===== config.mk =====
export PLATFORM = sky130hd
export DESIGN_NAME = ps2_keycode_decoder
export DESIGN_NICKNAME = d
export VERILOG_FILES = /design/src/rtl/ps2_keycode_decoder.sv
export SDC_FILE = /design/constraint.sdc
export NUM_CORES = 1
export LEC_CHECK = 0
export CAP_MARGIN = 20
export CORE_ASPECT_RATIO = 1.75
export CORE_MARGIN = 8
export CORE_UTILIZATION = 35
export CTS_BUF_LIST = sky130_fd_sc_hd__clkbuf_4
export DETAILED_ROUTE_END_ITERATION = 10
export DONT_BUFFER_PORTS = 1
export GPL_TIMING_DRIVEN = 0
export PLACE_DENSITY = 0.47
export SLEW_MARGIN = 20
export SYNTH_ARGS = -nofsm -noshare
export SYNTH_HDL_FRONTEND = slang
export SYNTH_SLANG_ARGS = --single-unit

===== constraint.sdc =====
create_clock -name clk -period 6.2 [get_ports clk]
set_clock_uncertainty 0.2 [all_clocks]
set_input_delay 1.24 -clock clk [delete_from_list [all_inputs] [get_ports clk]]
set_output_delay 1.24 -clock clk [all_outputs]
set_load 0.03 [all_outputs]

===== src/rtl/ps2_keycode_decoder.sv =====
// PS/2 keyboard front end: synchronises and filters the raw PS/2 lines,
// deserialises 11-bit frames, and turns scan-code set 2 byte streams
// (with E0 extended and F0 break prefixes) into a 9-bit keyCode with
// one-clock make / brakee strobes. frameErr pulses on any malformed frame.
module ps2_keycode_decoder #(
    parameter int unsigned FILTER_LEN     = 8,
    parameter int unsigned TIMEOUT_CYCLES = 100000
) (
    input  logic       clk,
    input  logic       resetN,
    input  logic       kbdClk,
    input  logic       kbdDat,
    output logic [8:0] keyCode,
    output logic       make,
    output logic       brakee,
    output logic       frameErr
);

    localparam int unsigned FW = (FILTER_LEN > 1) ? $clog2(FILTER_LEN) : 1;
    localparam int unsigned TW = (TIMEOUT_CYCLES > 1) ? $clog2(TIMEOUT_CYCLES) : 1;

    localparam logic [FW-1:0] FILT_LAST = FW'(FILTER_LEN - 1);
    localparam logic [TW-1:0] TO_LAST   = TW'(TIMEOUT_CYCLES - 1);

    typedef enum logic [1:0] {
        IDLE,
        DATA,
        PARITY,
        STOP
    } bit_state_t;

    // Synchroniser stages; reset high so an idle bus is seen after reset.
    logic [1:0] clk_sync;
    logic [1:0] dat_sync;
    logic       clk_s;
    logic       dat_s;

    // Glitch filter
    logic          filt_clk;
    logic [FW-1:0] filt_cnt;
    logic          sample_stb;

    // Bit-level frame receiver
    bit_state_t    state;
    bit_state_t    state_next;
    logic [7:0]    shift;
    logic [2:0]    bit_cnt;
    logic          par_bit;
    logic [TW-1:0] tcnt;
    logic          timeout;
    logic          err_next;
    logic          valid_next;
    logic          flag_clr;
    logic          byte_valid;

    // Prefix flags
    logic ext;
    logic brk;

    assign clk_s = clk_sync[1];
    assign dat_s = dat_sync[1];

    // Two-flop synchronisers for both asynchronous PS/2 lines.
    always_ff @(posedge clk or negedge resetN) begin
        if (!resetN) begin
            clk_sync <= '1;
            dat_sync <= '1;
        end else begin
            clk_sync <= {clk_sync[0], kbdClk};
            dat_sync <= {dat_sync[0], kbdDat};
        end
    end

    // Filtered clock follows the synchronised clock only after FILTER_LEN
    // consecutive differing samples; a filtered falling edge yields the strobe.
    always_ff @(posedge clk or negedge resetN) begin
        if (!resetN) begin
            filt_clk   <= 1'b1;
            filt_cnt   <= '0;
            sample_stb <= 1'b0;
        end else begin
            sample_stb <= 1'b0;
            if (clk_s != filt_clk) begin
                if (filt_cnt == FILT_LAST) begin
                    filt_clk   <= clk_s;
                    filt_cnt   <= '0;
                    sample_stb <= filt_clk;
                end else begin
                    filt_cnt <= filt_cnt + 1'b1;
                end
            end else begin
                filt_cnt <= '0;
            end
        end
    end

    // Frame receiver state register.
    always_ff @(posedge clk or negedge resetN) begin
        if (!resetN) begin
            state <= IDLE;
        end else begin
            state <= state_next;
        end
    end

    // Frame receiver next state, error / byte-valid decisions and timeout.
    always_comb begin
        state_next = state;
        err_next   = 1'b0;
        valid_next = 1'b0;
        timeout    = 1'b0;
        flag_clr   = 1'b0;
        if (sample_stb) begin
            case (state)
                IDLE: begin
                    if (!dat_s) begin
                        state_next = DATA;
                    end else begin
                        err_next = 1'b1;
                    end
                end
                DATA: begin
                    if (bit_cnt == 3'd7) begin
                        state_next = PARITY;
                    end
                end
                PARITY: begin
                    state_next = STOP;
                end
                STOP: begin
                    state_next = IDLE;
                    if (dat_s && (^{shift, par_bit})) begin
                        valid_next = 1'b1;
                    end else begin
                        err_next = 1'b1;
                        flag_clr = 1'b1;
                    end
                end
                default: state_next = IDLE;
            endcase
        end else if ((state != IDLE) && (tcnt == TO_LAST)) begin
            state_next = IDLE;
            err_next   = 1'b1;
            timeout    = 1'b1;
            flag_clr   = 1'b1;
        end
    end

    // Receiver datapath. tcnt holds the number of cycles elapsed since the
    // last strobe (1 in the cycle after it), so the timeout pulse lands
    // exactly TIMEOUT_CYCLES cycles after that strobe.
    always_ff @(posedge clk or negedge resetN) begin
        if (!resetN) begin
            shift      <= '0;
            bit_cnt    <= '0;
            par_bit    <= 1'b0;
            tcnt       <= '0;
            byte_valid <= 1'b0;
            frameErr   <= 1'b0;
        end else begin
            byte_valid <= valid_next;
            frameErr   <= err_next;
            if (sample_stb) begin
                case (state)
                    IDLE:    bit_cnt <= '0;
                    DATA: begin
                        shift   <= {dat_s, shift[7:1]};
                        bit_cnt <= bit_cnt + 1'b1;
                    end
                    PARITY:  par_bit <= dat_s;
                    default: ;
                endcase
            end
            if (sample_stb) begin
                tcnt <= TW'(1);
            end else if ((state == IDLE) || timeout) begin
                tcnt <= '0;
            end else begin
                tcnt <= tcnt + 1'b1;
            end
        end
    end

    // Prefix handling and key event outputs, one cycle after byte_valid.
    always_ff @(posedge clk or negedge resetN) begin
        if (!resetN) begin
            ext     <= 1'b0;
            brk     <= 1'b0;
            keyCode <= '0;
            make    <= 1'b0;
            brakee  <= 1'b0;
        end else begin
            make   <= 1'b0;
            brakee <= 1'b0;
            if (flag_clr) begin
                ext <= 1'b0;
                brk <= 1'b0;
            end else if (byte_valid) begin
                case (shift)
                    8'hE0: ext <= 1'b1;
                    8'hF0: brk <= 1'b1;
                    8'h00, 8'hAA, 8'hFA, 8'hEE, 8'hFC, 8'hFF: begin
                        ext <= 1'b0;
                        brk <= 1'b0;
                    end
                    default: begin
                        keyCode <= {ext, shift};
                        make    <= ~brk;
                        brakee  <= brk;
                        ext     <= 1'b0;
                        brk     <= 1'b0;
                    end
                endcase
            end
        end
    end

endmodule

* Yosys cells after proc, flatten, opt, wreduce, memory -nomap -nowiden
Index checks and enable logic that the tools add are counted.
Word-level totals: flip-flop bits (word level) 55, latch bits 0, RAM bits 0, ROM bits 0, input bits 4, memories kept 0
Cells by class: add/sub/neg operators 3, multipliers 0, div/mod/pow operators 0, $lt $le $gt $ge 0, equality and inequality tests 18, shift operators 0, muxes and demuxes 35, bitwise operators 3, reduce and logical (&&, ||, !) cells 19
Operators by type and width (count):
- $eq 8x8->1 const B | 7
- $mux 17 | 2
- $mux 1 | 22
- $add 17x1->17 const B | 1
- $eq 17x17->1 const B | 1
- $reduce_and 2->1 | 6
- $reduce_xor 9->1 | 1
- $logic_not 8->1 | 1
- $mux 2 | 4
- $pmux 2 s4 | 1
- $reduce_bool 2->1 | 4
- $reduce_or 8->1 | 1
- $add 3x1->3 const B | 2
- $eq 3x3->1 const B | 2
- $mux 3 | 2
- $ne 3x3->1 const B | 2
- $pmux 1 s2 | 3
- $pmux 3 s2 | 1
- $reduce_and 3->1 | 2
- $eq 2x2->1 const B | 2
- $ne 2x2->1 const B | 2
- $not 1->1 | 3
- $eq 2x1->1 const B | 1
- $logic_and 1x1->1 | 2
- other kinds (3) | 3

* Logic depth before layout (Yosys ltp)
depth after elaboration 7, mapped depth 9, depth with buffers taken out 7

* Worst setup path after synthesis
No wires, ideal clock.
path type register to register, start point register tcnt[0], end point register keyCode[1], data arrival time 2023 ps, data required time 5875 ps, slack 3852 ps, cell stages (with the launch flop) 9, clock period less this slack 2348 ps, cells stage by stage dfrtp_1 -> ha_1 -> and4_1 -> nand4_1 -> or4_1 -> clkbuf_1 -> o211ai_2 -> buf_6 -> mux2_4
Between the ends: word-level cells in the longest chain between the ends 6
Ends and longest elaborated chain:
- from (decl) | RTL line 49 | logic [TW-1:0] tcnt;
- from (signal assigned) | RTL line 179 | tcnt <= tcnt + 1'b1;
- $eq 17x17->1 | RTL line 141 | end else if ((state != IDLE) && (tcnt == TO_LAST)) begin
- $logic_and 1x1->1 | RTL line 141
- $mux 1 | RTL line 141
- $mux 1 | RTL line 113 | if (sample_stb) begin
- $not 1->1 (no line)
- $reduce_and 3->1 (no line)
- to (signal assigned) | RTL line 207 | keyCode <= {ext, shift};
- to (decl) | RTL line 13 | output logic [8:0] keyCode,
Every way passes these cells. A chain may end at the register's enable or synchronous reset.

* Final worst setup path
start point register tcnt[0], end point register keyCode[7]
The elaborated chain is that of the path after synthesis.

==> impl_metrics.ini <==
[outcome]
status = completed

[detailed_routing]
drc = 0
first_pass_iters = 4
via_count = 1550
wl_per_cell_um = 14.9
ant_nets = 0
drt_iter0_drc = 26
drt_wl_total_um = 4600
via_per_inst = 5.03

[place]
place_congestion = 0.727
hpwl_um = 3340
io_buffers = 0
place_ws_ns = 3.57

[clock_tree]
cts_setup_buffers = 0
cts_sinks = 55
insertion_delay_ns = 0.39
cts.path.max_buffers = 2
clk_transition_reported_paths_ns = 0.16
cts_hold_buf = 0
cts_resized = 0
cts_buffers = 5
clock-root-buffer = clkbuf_4
htree_num_levels = 2
cts_tree = yes

[sta]
setup_ws_ns = 3.57
finalSetupTns_ns = 0
rsz0062_at_grt = false
worst_slew_pin_slew_ns = 0.634
min_period_ns = 2.63
finalHoldViolations = 0
finalMaxSlewViolations = 0
slew_headroom_pct = 57.4
fin_crit_sh_pct = 42.5
fmax_mhz = 380
setup_viol = 0

[hold_path]
min_path_cells = 0
hp-class = register to register

[pwr]
pwr-share-clk_pct = 34.4
power.density_nw_per_um2 = 220
vdd_drop_max_v = 0.0000805
internal-power_uw = 471
power.leakage_uw = 0.00129
p_sw_share_pct = 22.1
p_switching_uw = 134
power_frac_seq_pct = 62.7
pwr-share-comb_pct = 2.9

[logic_synthesis]
syn-cell-area_um2 = 2560
synth.area.top_cells = dfrtp_1 (49%), dfstp_2 (5.1%), mux2_4 (4.7%), ha_1 (4.4%), mux2_2 (4.4%)
yosys.area.top_type = dfrtp_1
ys_warn_count = 0
async_reset_ff_share_pct = 100
synth.most_common_cell = dfrtp_1
ys_ff_latch = 55
synth.top_cell.area_share_pct = 48.9
ys.flop_type = dfrtp_1
synth_edf_count = 0
avgSynthCellArea_um2 = 12.0
syn_nets = 227
synth-seq-area-share_pct = 54.0
synth_commonest_cells = dfrtp_1 (50), nor2_1 (24), nand2_1 (18), xor2_1 (12), mux2_2 (10)
synth_cell_types = 42
netlist_instances = 214

[worst_setup_path]
cp.required_ns = 6.29
cp.arrival_ns = 2.72
start_kind = register
ff2ff_path_depth = 8
crit_path_end_kind = register
critPathKind = register to register
crit_fanout = 10

[floorplanning]
fp.dieArea_um2 = 10400
start_util_pct = 35.9
core_um2 = 7130
rows = 41
ioPinCount = 16
die_x_um = 80.7
dieHeight_um = 129

[global_routing]
globalRouteOverflowTotal = 0
antenna_found_initial = 0
track_usage_pct = 10.0
grt_pass1_wl_um = 8090
grt_pass1_vias = 1688
grt_start_max_net_pins = 56

[layout]
antenna_cells = 0
nNetsFinal = 234
drive_gt1_share_pct = 18.0
areaGrowthSynthToFinish_pct = 7.53

[job]
cap_violations = 0
-- per-layer routing --
layer,routed length (µm),global-route usage (%),part of all wire (%),up-vias
met4,101,5.08,2.2,0
met3,151,2.22,3.3,6
met1,1720,9.38,37,781
li1,-,-,-,744
met2,2630,19.1,57,19
met5,0,0,0,-
-- cell usage in the layout, fill, tap and decap left out, types with 2 or more instances in the layout --
master    instances
inv_1             7
dfrtp_1          50
mux2_2           10
mux2i_1           2
buf_6             2
nand4_1           6
nor2_1           24
a21oi_1           3
dfstp_2           5
a32o_1            2
nor3_1            3
nand2_1          18
xor2_1           12
or4_1             2
mux2_4            8
o21ai_0           5
clkbuf_1          3
ha_1              9
nand3_1           7
and3_1            4
nand2b_1          2
xnor2_1           8
and2_1            3
clkbuf_4          5
-- stage by stage --
| step | hold WS [ns] | total power, µW | util (%) | cell area (µm²) | instances |
|---|---|---|---|---|---|
| 6_report | 0.161 | 605 | 38.6 | 2750 | 308 |
| 5_1_grt | 0.168 | 632 | 38.6 | 2750 | 308 |
| 4_1_cts | 0.164 | 615 | 38.6 | 2750 | 308 |
| 3_5_place_dp | 0.147 | 404 | 37.4 | 2670 | 300 |
| 3_3_place_gp | 0.145 | 403 | 37.4 | 2670 | 300 |
| 2_1_floorplan | 0.145 | 400 | - | 2560 | 214 |
-- critical path: stages (launching register included) --
cell and delay, ns:
dfrtp_1 0.42, ha_1 0.23, and4_1 0.32, nand4_1 0.12, or4_1 0.40, clkbuf_1 0.20, o211ai_2 0.13, buf_6 0.21
mux2_4 0.31
-- final timing paths --
path                             start          end  slack (ns)
min                        dat_sync[0]  dat_sync[1]        0.16
max in group asynchronous       resetN  clk_sync[1]        5.29
min reg2reg                dat_sync[0]  dat_sync[1]        0.16
max reg2reg                    tcnt[0]   keyCode[7]        3.57
max                            tcnt[0]   keyCode[7]        3.57
min in group asynchronous       resetN     frameErr        0.31
-- power groups by stage --
stage / registers, µW / clock network [µW] / logic [µW]
after floorplan: 385 / 0 / 14.9
after global placement: 386 / 0 / 17.3
after detailed placement: 386 / 0 / 17.5
after CTS: 380 / 218 / 17.9
after global routing: 382 / 229 / 20.7
final: 379 / 208 / 17.3
-- logic make-up after synthesis --
family | Yosys count | share of synthesized area [%]
compound gates | 18 | 5.03
xor+xnor | 22 | 8.65
fa+ha+maj | 9 | 4.40
buf+inv | 14 | 2.83
flops | 55 | 54.0
mux | 21 | 10.8
simple gates | 75 | 14.3
-- layout make-up --
class                           instances  area, µm²
Buffer                                  7       46.3
Inverter                                7       26.3
Clock inverter                          3       47.5
Fill cell                             690       4380
Multi-Input combinational cell        145       1100
Tap cell                               86        108
Clock buffer                            5       37.5
Sequential cell                        55       1380
-- registers in the layout, indices dropped and copies added, names as in the netlist, 2 cells and up --
name	count
bit_cnt	3
clk_sync	2
dat_sync	2
filt_cnt	3
keyCode	9
shift	8
state	2
tcnt	17
Note: power is estimated with default switching activity, not from simulation.
